`config.mk`:
```
export PLATFORM = sky130hd
export DESIGN_NAME = ps2_key_matrix_flat
export DESIGN_NICKNAME = d
export VERILOG_FILES = /design/src/rtl/ps2_key_matrix_if.sv /design/src/rtl/ps2_key_matrix.sv /design/src/flat_wrapper.sv
export SDC_FILE = /design/constraint.sdc
export NUM_CORES = 1
export LEC_CHECK = 0
export CAP_MARGIN = 20
export CELL_PAD_IN_SITES_DETAIL_PLACEMENT = 2
export CELL_PAD_IN_SITES_GLOBAL_PLACEMENT = 2
export CORE_MARGIN = 4
export CORE_UTILIZATION = 38
export CTS_CLUSTER_SIZE = 30
export DETAILED_ROUTE_END_ITERATION = 10
export GPL_TIMING_DRIVEN = 0
export PLACE_DENSITY_LB_ADDON = 0.1
export SLEW_MARGIN = 20
export SYNTH_ARGS = -nofsm -noshare
export SYNTH_HDL_FRONTEND = slang
export SYNTH_SLANG_ARGS = --single-unit
```
`constraint.sdc`:
```
create_clock -name clk_sys -period 7.7 [get_ports clk_sys]
set_input_delay 1.54 -clock clk_sys [delete_from_list [all_inputs] [get_ports clk_sys]]
set_output_delay 1.54 -clock clk_sys [all_outputs]
set_load 0.02 [all_outputs]
```
`src/rtl/ps2_key_matrix_if.sv`:
```
// rtl/ps2_key_matrix_if.sv - PS/2 keyboard lines, CPU matrix read port and key status outputs
interface ps2_key_matrix_if;
  logic        ps2_kbd_clk;
  logic        ps2_kbd_data;
  logic [15:0] addr;
  logic [7:0]  key_data;
  logic [11:1] Fn;
  logic [2:0]  mod;

  modport master (
    output ps2_kbd_clk, ps2_kbd_data, addr,
    input  key_data, Fn, mod
  );

  modport slave (
    input  ps2_kbd_clk, ps2_kbd_data, addr,
    output key_data, Fn, mod
  );
endinterface

```
`src/rtl/ps2_key_matrix.sv`:
```
// rtl/ps2_key_matrix.sv - PS/2 set-2 scancode receiver driving a 9x8 active-low CPU key matrix
// Build macro CURSOR_KEYS_EN: maps E0 75/72/6B/74 onto row8 bits 1..4 (Up/Down/Left/Right).
module ps2_key_matrix #(
  parameter int TIMEOUT_CYCLES = 131072
) (
  input  logic            clk_sys,
  input  logic            reset,
  ps2_key_matrix_if.slave bus
);
  localparam int            TW      = $clog2(TIMEOUT_CYCLES);
  localparam logic [TW-1:0] TO_LAST = TW'(TIMEOUT_CYCLES - 1);

  localparam int SP_LSHIFT = 0;
  localparam int SP_RSHIFT = 1;
  localparam int SP_LCTRL  = 2;
  localparam int SP_RCTRL  = 3;
  localparam int SP_LALT   = 4;
  localparam int SP_RALT   = 5;
  localparam int SP_F10    = 6;
  localparam int SP_F11    = 7;

  typedef enum logic [0:0] {ST_IDLE, ST_RECV} rx_state_t;

  logic [1:0]    clk_sync, dat_sync;
  logic          clk_prev;
  logic          kbd_fall, kbd_bit;

  rx_state_t     state, state_nx;
  logic [3:0]    bit_cnt;
  logic [8:0]    shreg;
  logic [TW-1:0] to_cnt;
  logic          timeout, frame_end, frame_ok;
  logic [7:0]    rx_byte;

  logic          ext_flag, rel_flag;
  logic [7:0]    map_key;
  logic          map_hit;
  logic [3:0]    map_row;
  logic [2:0]    map_bit;
  logic [7:0]    map_special;

  logic [7:0]    mtx [0:8];
  logic [7:0]    spec_held;
  logic [7:0]    row_val [0:8];
  logic          unused_addr_lo;

  always_ff @(posedge clk_sys) begin
    if (reset) begin
      clk_sync <= 2'b11;
      dat_sync <= 2'b11;
      clk_prev <= 1'b1;
    end else begin
      clk_sync <= {clk_sync[0], bus.ps2_kbd_clk};
      dat_sync <= {dat_sync[0], bus.ps2_kbd_data};
      clk_prev <= clk_sync[1];
    end
  end

  assign kbd_fall = clk_prev & ~clk_sync[1];
  assign kbd_bit  = dat_sync[1];

  always_ff @(posedge clk_sys) begin
    if (reset) state <= ST_IDLE;
    else       state <= state_nx;
  end

  always_comb begin
    state_nx = state;
    case (state)
      ST_IDLE: if (kbd_fall && !kbd_bit) state_nx = ST_RECV;
      ST_RECV: if (timeout || frame_end) state_nx = ST_IDLE;
      default: state_nx = ST_IDLE;
    endcase
  end

  // Bit 10 is the stop bit; start was already checked when leaving idle.
  always_comb begin
    timeout   = (state == ST_RECV) && !kbd_fall && (to_cnt == TO_LAST);
    frame_end = (state == ST_RECV) && kbd_fall && (bit_cnt == 4'd10);
    frame_ok  = frame_end && kbd_bit && (^shreg);
    rx_byte   = shreg[7:0];
  end

  always_ff @(posedge clk_sys) begin
    if (reset) begin
      bit_cnt <= 4'd0;
      shreg   <= 9'd0;
      to_cnt  <= '0;
    end else if (state == ST_IDLE) begin
      bit_cnt <= (kbd_fall && !kbd_bit) ? 4'd1 : 4'd0;
      shreg   <= 9'd0;
      to_cnt  <= '0;
    end else if (timeout || frame_end) begin
      bit_cnt <= 4'd0;
      to_cnt  <= '0;
    end else if (kbd_fall) begin
      shreg   <= {kbd_bit, shreg[8:1]};
      bit_cnt <= bit_cnt + 4'd1;
      to_cnt  <= '0;
    end else begin
      to_cnt  <= to_cnt + 1'b1;
    end
  end

  function automatic logic [7:0] key_at(input logic [3:0] r, input logic [2:0] b);
    return {1'b1, r, b};
  endfunction

  always_comb begin
    map_key     = 8'd0;
    map_special = 8'd0;
    if (!ext_flag) begin
      case (rx_byte)
        8'h12: map_special[SP_LSHIFT] = 1'b1;
        8'h59: map_special[SP_RSHIFT] = 1'b1;
        8'h14: map_special[SP_LCTRL]  = 1'b1;
        8'h11: map_special[SP_LALT]   = 1'b1;
        8'h09: map_special[SP_F10]    = 1'b1;
        8'h78: map_special[SP_F11]    = 1'b1;
        8'h1A: map_key = key_at(4'd0, 3'd1);
        8'h22: map_key = key_at(4'd0, 3'd2);
        8'h21: map_key = key_at(4'd0, 3'd3);
        8'h2A: map_key = key_at(4'd0, 3'd4);
        8'h05: map_key = key_at(4'd0, 3'd5);
        8'h06: map_key = key_at(4'd0, 3'd6);
        8'h04: map_key = key_at(4'd0, 3'd7);
        8'h1C: map_key = key_at(4'd1, 3'd0);
        8'h1B: map_key = key_at(4'd1, 3'd1);
        8'h23: map_key = key_at(4'd1, 3'd2);
        8'h2B: map_key = key_at(4'd1, 3'd3);
        8'h34: map_key = key_at(4'd1, 3'd4);
        8'h0C: map_key = key_at(4'd1, 3'd5);
        8'h03: map_key = key_at(4'd1, 3'd6);
        8'h0B: map_key = key_at(4'd1, 3'd7);
        8'h15: map_key = key_at(4'd2, 3'd0);
        8'h1D: map_key = key_at(4'd2, 3'd1);
        8'h24: map_key = key_at(4'd2, 3'd2);
        8'h2D: map_key = key_at(4'd2, 3'd3);
        8'h2C: map_key = key_at(4'd2, 3'd4);
        8'h83: map_key = key_at(4'd2, 3'd5);
        8'h0A: map_key = key_at(4'd2, 3'd6);
        8'h01: map_key = key_at(4'd2, 3'd7);
        8'h16: map_key = key_at(4'd3, 3'd0);
        8'h1E: map_key = key_at(4'd3, 3'd1);
        8'h26: map_key = key_at(4'd3, 3'd2);
        8'h25: map_key = key_at(4'd3, 3'd3);
        8'h2E: map_key = key_at(4'd3, 3'd4);
        8'h76: map_key = key_at(4'd3, 3'd5);
        8'h0D: map_key = key_at(4'd3, 3'd6);
        8'h58: map_key = key_at(4'd3, 3'd7);
        8'h45: map_key = key_at(4'd4, 3'd0);
        8'h46: map_key = key_at(4'd4, 3'd1);
        8'h3E: map_key = key_at(4'd4, 3'd2);
        8'h3D: map_key = key_at(4'd4, 3'd3);
        8'h36: map_key = key_at(4'd4, 3'd4);
        8'h66: map_key = key_at(4'd4, 3'd5);
        8'h4D: map_key = key_at(4'd5, 3'd0);
        8'h44: map_key = key_at(4'd5, 3'd1);
        8'h43: map_key = key_at(4'd5, 3'd2);
        8'h3C: map_key = key_at(4'd5, 3'd3);
        8'h35: map_key = key_at(4'd5, 3'd4);
        8'h5A: map_key = key_at(4'd6, 3'd0);
        8'h4B: map_key = key_at(4'd6, 3'd1);
        8'h42: map_key = key_at(4'd6, 3'd2);
        8'h3B: map_key = key_at(4'd6, 3'd3);
        8'h33: map_key = key_at(4'd6, 3'd4);
        8'h29: map_key = key_at(4'd7, 3'd0);
        8'h3A: map_key = key_at(4'd7, 3'd2);
        8'h31: map_key = key_at(4'd7, 3'd3);
        8'h32: map_key = key_at(4'd7, 3'd4);
        default: ;
      endcase
    end else begin
      case (rx_byte)
        8'h14: map_special[SP_RCTRL] = 1'b1;
        8'h11: map_special[SP_RALT]  = 1'b1;
`ifdef CURSOR_KEYS_EN
        8'h75: map_key = key_at(4'd8, 3'd1);
        8'h72: map_key = key_at(4'd8, 3'd2);
        8'h6B: map_key = key_at(4'd8, 3'd3);
        8'h74: map_key = key_at(4'd8, 3'd4);
`endif
        default: ;
      endcase
    end
  end

  assign map_hit = map_key[7];
  assign map_row = map_key[6:3];
  assign map_bit = map_key[2:0];

  // Writing the held level rather than toggling keeps repeated makes/breaks idempotent.
  always_ff @(posedge clk_sys) begin
    if (reset) begin
      ext_flag  <= 1'b0;
      rel_flag  <= 1'b0;
      spec_held <= 8'd0;
      for (int r = 0; r < 9; r++) mtx[r] <= 8'd0;
    end else if (frame_ok) begin
      if (rx_byte == 8'hE0) begin
        ext_flag <= 1'b1;
      end else if (rx_byte == 8'hF0) begin
        rel_flag <= 1'b1;
      end else begin
        ext_flag <= 1'b0;
        rel_flag <= 1'b0;
        for (int r = 0; r < 9; r++)
          if (map_hit && map_row == 4'(r)) mtx[r][map_bit] <= ~rel_flag;
        for (int s = 0; s < 8; s++)
          if (map_special[s]) spec_held[s] <= ~rel_flag;
      end
    end
  end

  always_comb begin
    for (int r = 0; r < 9; r++) row_val[r] = mtx[r];
    row_val[0][0] = mtx[0][0] | spec_held[SP_LSHIFT] | spec_held[SP_RSHIFT];
    row_val[7][1] = mtx[7][1] | spec_held[SP_LALT]   | spec_held[SP_RALT];
    row_val[8][0] = mtx[8][0] | spec_held[SP_LCTRL]  | spec_held[SP_RCTRL];
  end

  // Row 8 has no address line of its own; it answers only when no other row is selected.
  always_comb begin
    bus.key_data = 8'hFF;
    for (int r = 0; r < 8; r++)
      if (!bus.addr[8 + r]) bus.key_data = bus.key_data & ~row_val[r];
    if (bus.addr[15:8] == 8'hFF) bus.key_data = bus.key_data & ~row_val[8];
  end

  assign bus.Fn  = {spec_held[SP_F11], spec_held[SP_F10],
                    mtx[2][7:5], mtx[1][7:5], mtx[0][7:5]};
  assign bus.mod = {row_val[7][1], row_val[8][0], row_val[0][0]};

  assign unused_addr_lo = ^bus.addr[7:0];
endmodule

```
`src/flat_wrapper.sv`:
```
// flat-port wrapper written by rule: the top's interface ports become plain ports
module ps2_key_matrix_flat 
#(
  parameter int TIMEOUT_CYCLES = 131072
)
  (clk_sys, reset, bus_ps2_kbd_clk, bus_ps2_kbd_data, bus_addr, bus_key_data, bus_Fn, bus_mod);
  ps2_key_matrix_if bus_i ();
  input  logic clk_sys;
  input  logic reset;
  input wire logic [$bits(bus_i.ps2_kbd_clk)-1:0] bus_ps2_kbd_clk;
  input wire logic [$bits(bus_i.ps2_kbd_data)-1:0] bus_ps2_kbd_data;
  input wire logic [$bits(bus_i.addr)-1:0] bus_addr;
  output wire logic [$bits(bus_i.key_data)-1:0] bus_key_data;
  output wire logic [$bits(bus_i.Fn)-1:0] bus_Fn;
  output wire logic [$bits(bus_i.mod)-1:0] bus_mod;
  assign bus_i.ps2_kbd_clk = bus_ps2_kbd_clk;
  assign bus_i.ps2_kbd_data = bus_ps2_kbd_data;
  assign bus_i.addr = bus_addr;
  assign bus_key_data = bus_i.key_data;
  assign bus_Fn = bus_i.Fn;
  assign bus_mod = bus_i.mod;
  ps2_key_matrix #(.TIMEOUT_CYCLES(TIMEOUT_CYCLES)) u_core (.clk_sys(clk_sys), .reset(reset), .bus(bus_i));
endmodule
```
After elaboration in Yosys (flattened, before gate mapping)
Memory sizes are Yosys's and may differ from the RTL's.
Cells that the tools add are included.
- flip-flop bits (word level): 46
- latch bits: 0
- bits in writable memories: 72
- memory bits (read-only): 0
- bits of input ports: 20
- output and inout port bits: 22
- word-level logic and storage cells: 393
- memories kept: 1
- memory list (memory ; depth ; width ; rd ports ; clocked after Yosys merged registers in ; write ports ; line ; source):
    u_core.mtx ; 9 ; 8 ; 9 ; 0 ; 9 ; ps2_key_matrix.sv:42 ; logic [7:0] mtx [0:8];
- $add $sub $neg: 2
- multiply operators: 0
- divide/modulo/power cells: 0
- $lt $le $gt $ge: 2
- equal/unequal tests: 72
- shift operators: 0
- muxes and demuxes: 162
- bitwise gates (word level): 102
- reduce and logical (&&, ||, !) cells: 35
- operators with widths (cell ; count):
    one-hot mux 8 bit (51 select lines) ; 1
    equality test 8 x 6 -> 1 bit, second input constant ; 23
    two-way mux 8 bit ; 19
    two-way mux 1 bit ; 135
    equality test 8 x 7 -> 1 bit, second input constant ; 13
    equality test 8 x 5 -> 1 bit, second input constant ; 10
    bitwise OR 1 bit ; 78
    NOT 8 bit ; 9
    bitwise AND 8 bit ; 8
    equality test 8 x 4 -> 1 bit, second input constant ; 5
    equality test 8 bit, second input constant ; 4
    AND reduction 4 bit ; 8
    equality test 8 x 3 -> 1 bit, second input constant ; 3
    adder 17 x 1 -> 17 bit, second input constant ; 1
    equality test 17 bit, second input constant ; 1
    logical AND 1 bit ; 17
    equality test 4 x 3 -> 1 bit, second input constant ; 4
    two-way mux 4 bit ; 3
    parity 9 bit ; 1
    equality test 4 x 2 -> 1 bit, second input constant ; 2
    equality test 4 bit, second input constant ; 2
    equality test 8 x 1 -> 1 bit, second input constant ; 1
    equality test 8 x 2 -> 1 bit, second input constant ; 1
    NOT 1 bit ; 6
    17 further kinds ; 20

Depth between registers and ports, before layout
An unclocked memory read counts as a cell.
- depth after elaboration: 21
- gate-level depth with buffers: 11
- gate-level depth less buffers: 9

Worst setup path after synthesis
No wires, ideal clock.
- path type: input port to flip-flop
- start: input reset
- end: memory u_core.mtx[0][0] (data pin)
- library setup time: 874 ps
- data arrival time: 5279 ps
- data required time: 6826 ps
- setup slack: 1546 ps
- cell stages on the path: 2
- path buffers: 1
- path through: clkbuf_1 nor4_1
- RTL lines (item ; line ; source):
    start, declared ; flat_wrapper.sv:9 ; input logic reset;
    end, declared ; ps2_key_matrix.sv:42 ;

Worst setup path after layout
- start: input bus_addr[10]
- end: output bus_key_data[0]
- word-level cells in the longest chain between the ends: 13
- elaborated cells on any way between the ends: 14
- those cells by class: eq/ne: 1; mux: 7; bitwise: 6
- RTL lines (item ; line ; source):
    start, declared ; flat_wrapper.sv:12 ; input wire logic [$bits(bus_i.addr)-1:0] bus_addr;
    two-way mux 8 bit ; ps2_key_matrix.sv:226 ; if (!bus.addr[8 + r]) bus.key_data = bus.key_data & ~row_val[r];
    bitwise AND 8 bit ; ps2_key_matrix.sv:226 ;
    two-way mux 8 bit ; ps2_key_matrix.sv:226 ;
    bitwise AND 8 bit ; ps2_key_matrix.sv:226 ;
    two-way mux 8 bit ; ps2_key_matrix.sv:226 ;
    bitwise AND 8 bit ; ps2_key_matrix.sv:226 ;
    two-way mux 8 bit ; ps2_key_matrix.sv:226 ;
    bitwise AND 8 bit ; ps2_key_matrix.sv:226 ;
    two-way mux 8 bit ; ps2_key_matrix.sv:226 ;
    bitwise AND 8 bit ; ps2_key_matrix.sv:226 ;
    two-way mux 8 bit ; ps2_key_matrix.sv:226 ;
    bitwise AND 8 bit ; ps2_key_matrix.sv:227 ; if (bus.addr[15:8] == 8'hFF) bus.key_data = bus.key_data & ~row_val[8];
    two-way mux 8 bit * ; ps2_key_matrix.sv:227 ;
    end, declared ; flat_wrapper.sv:13 ; output wire logic [$bits(bus_i.key_data)-1:0] bus_key_data;
Mark *: on every way between the ends. The rest lies on a longest branch, timed or not.

==> impl_metrics.env <==
export IMPL_syn_area_um2=5970
export IMPL_cts_resized_gates=0
export IMPL_max_cap_viol_count=0
export IMPL_cts_setup_buffers=0
export IMPL_track_usage_pct=23.0
export IMPL_synth_top_family_by_area="compound AO/OA/AOI/OAI gates"
export IMPL_cpPeakStageDelay_ns=0.69
export IMPL_clk_pin_slew_ns=0.08
export IMPL_ys_types=65
export IMPL_fp_dieW_um=133
export IMPL_top_layer_used="met4"
export IMPL_synthAdderAreaFrac_pct=4.40
export IMPL_synthMuxAreaShare_pct=0.335
export IMPL_grt_pass1_wl_um=31900
export IMPL_final_cell_mix="84 x o21ai_0, 65 x edfxtp_1, 60 x nand2_1"
export IMPL_critPathKind="input port to output pin"
export IMPL_grt_pass1_vias=5695
export IMPL_crit_chain="clkdlybuf4s50_1 -> inv_1 -> a222oi_1 -> nand3_1 -> a221oi_1 -> clkdlybuf4s50_1"
export IMPL_met3_wirelength_um=877
export IMPL_post_place_ws_ns=2.27
export IMPL_routed_via_density=5.92
export IMPL_hold_path_class="flop to flop"
export IMPL_power_density_nw_per_um2=172
export IMPL_htreeDepth=3
export IMPL_dr_pass1_iters=5
export IMPL_syn_nets=669
export IMPL_synth_edf_count=65
export IMPL_critPathMaxFanout=8
export IMPL_dpl_hpwl_um=14500
export IMPL_clock_root_buffer="clkbuf_16"
export IMPL_skew_ns=0.0121
export IMPL_drt_initial_drc_count=480
export IMPL_fin_crit_ns=5.43
export IMPL_utilization_pct=45.2
export IMPL_finalSetupViolCount=0
export IMPL_ys_seq_elements=111
export IMPL_grt_max_degree=20
export IMPL_critical_path_required_ns=6.16
export IMPL_antenna_found_initial=0
export IMPL_routed_wl_um=20100
export IMPL_outcome="finished clean"
export IMPL_worst_setup_path_end_kind="output pin"
export IMPL_startpoint_type="input port"
export IMPL_worstPathBufferInverterCount=3
export IMPL_n_antenna_cell=0
export IMPL_synthArstFlopShare_pct=0
export IMPL_cpMostUsedCell="clkdlybuf4s50_1"
export IMPL_fin_cells=895
export IMPL_clk_latency_ns=0.36
export IMPL_cts_sinks=111
export IMPL_die_h_um=133
export IMPL_detail_route_wl_per_cell_um=22.5
export IMPL_vias=5295
export IMPL_ys_seq_area_share_pct=48.1
export IMPL_synth_xor_area_share_pct=2.58
export IMPL_io_pins=42
export IMPL_slew_headroom_pct=42.4
export IMPL_p_leak_uw=0.00241
export IMPL_cp_arrival_ns=3.89
export IMPL_finalCritPeriodShare_pct=70.5
export IMPL_drc=0
export IMPL_rsz0062_at_grt="no"
export IMPL_fp_coreArea_um2=15300
export IMPL_syn_inst=628
export IMPL_fmax_ghz=0.184
export IMPL_dieArea_um2=17800
export IMPL_cts_buffers=9
export IMPL_drive_gt1_share_pct=10.4
export IMPL_syn_to_final_growth_pct=15.9
export IMPL_worst_path_dominant_cell_family="buffers and inverters"
export IMPL_whs_ns=0.417
export IMPL_cts_tree="built"
export IMPL_tightest_slew_ns=0.856
export IMPL_nFillCells=1682
export IMPL_met2_length_um=9910
export IMPL_yosys_area_share_simple_pct=18.2
export IMPL_hold_buffers=0
export IMPL_ant_nets=0
export IMPL_wl_met1_um=8850
export IMPL_rows=45
export IMPL_seqCellArea_um2=2870
export IMPL_hold_viol=0
export IMPL_synth_main_ff_cell="edfxtp_1"
export IMPL_placed_cells=879
export IMPL_timing_final_ws_setup_ns=2.27
export IMPL_synth_compound_area_share_pct=20.2
export IMPL_globalplace_congestion=0.912
export IMPL_cp_slowest_cell="clkdlybuf4s50_1"
export IMPL_io_buffer_count=33
export IMPL_multi_input_area_um2=2740
export IMPL_initial_core_util_pct=39.0
export IMPL_cts_max_path_buffers=2
export IMPL_nNetsFinal=720
export IMPL_drv_slew=0
export IMPL_overflow=0
export IMPL_yosysWarnings=0
export IMPL_final_common_cell="o21ai_0"
export IMPL_syn_avg_cell_area_um2=9.51
export IMPL_ir_worst_vdd_uv=164
export IMPL_fin_total_pwr_uw=1190
[synthesized netlist by cell type, types with 7 or more instances]
library cell / count / share of area (%)
a21oi_1: 30 / 2.5
a22oi_1: 33 / 4.1
and3_1: 7 / 0.73
buf_2: 13 / 1.1
buf_4: 12 / 1.5
clkbuf_1: 20 / 1.3
dfxtp_1: 46 / 15
edfxtp_1: 65 / 33
ha_1: 21 / 4.4
inv_1: 27 / 1.7
nand2_1: 60 / 3.8
nand3_1: 18 / 1.5
nand4_1: 18 / 1.9
nor2_1: 42 / 2.6
nor3_1: 7 / 0.59
nor4_1: 9 / 0.94
o21ai_0: 84 / 7.0
o22ai_1: 9 / 0.94
or2_2: 7 / 0.73
or3_1: 17 / 1.8
xor2_1: 11 / 1.6
[path summary, 6_finish.rpt]
path	to	startpoint	depth (start not counted)	slack, ns
min reg2reg	u_core.dat_sync[1]$_SDFF_PP1_	u_core.dat_sync[0]$_SDFF_PP1_	1	0.42
max	bus_key_data[0]	bus_addr[10]	6	2.27
max reg2reg	u_core.mtx[0][12]$_DFFE_PP_	u_core.shreg[3]$_SDFFE_PP0P_	14	3.81
min	u_core.dat_sync[1]$_SDFF_PP1_	u_core.dat_sync[0]$_SDFF_PP1_	1	0.42
[per-layer routing]
layer / GRT usage (%) / up-vias
met3: 3.17 / 36
met1: 29.7 / 2692
met5: 0 / -
met4: 8.57 / 0
li1: - / 2422
met2: 39.4 / 145
[flip-flops by register name (all words and copies together) (netlist names)]
signal	flops
u_core.mtx	65
u_core.to_cnt	17
u_core.shreg	9
u_core.spec_held	8
u_core.bit_cnt	4
u_core.clk_sync	2
u_core.dat_sync	2
u_core.clk_prev	1
u_core.ext_flag	1
u_core.rel_flag	1
u_core.state	1
[per-stage QoR]
stage          area, um2  TNS (ns)
2_1_floorplan       5970         0
3_3_place_gp        6570   -100.06
3_5_place_dp        6620         0
4_1_cts             6920         0
5_1_grt             6920         0
6_report            6920         0
[power by group]
part	internal, uW	switching [uW]
Combinational	26.3	43.1
Sequential	635	3.88
Clock	256	227
Total	918	274
[cells by family (layout without fill, tap and decap cells)]
kind of cell	count (synthesis)	in the layout
multiplexers	2	2
buffers and inverters	76	132
flip-flops	111	111
AND/OR/NAND/NOR	209	209
XOR/XNOR	16	16
AO/OA/AOI/OAI	193	193
adder cells (fa/ha/maj)	21	21
[final cells by class]
cell class              count  area share (%)
plain buffers              49            3.87
repair buffers             40            5.42
clock inverters             7            1.12
inverters                  27            1.46
clock buffers               9            3.25
flip-flops and latches    111            41.5
well taps                 211            3.81
multi-input cells         441            39.6
Power figures use the tool's default switching activity.
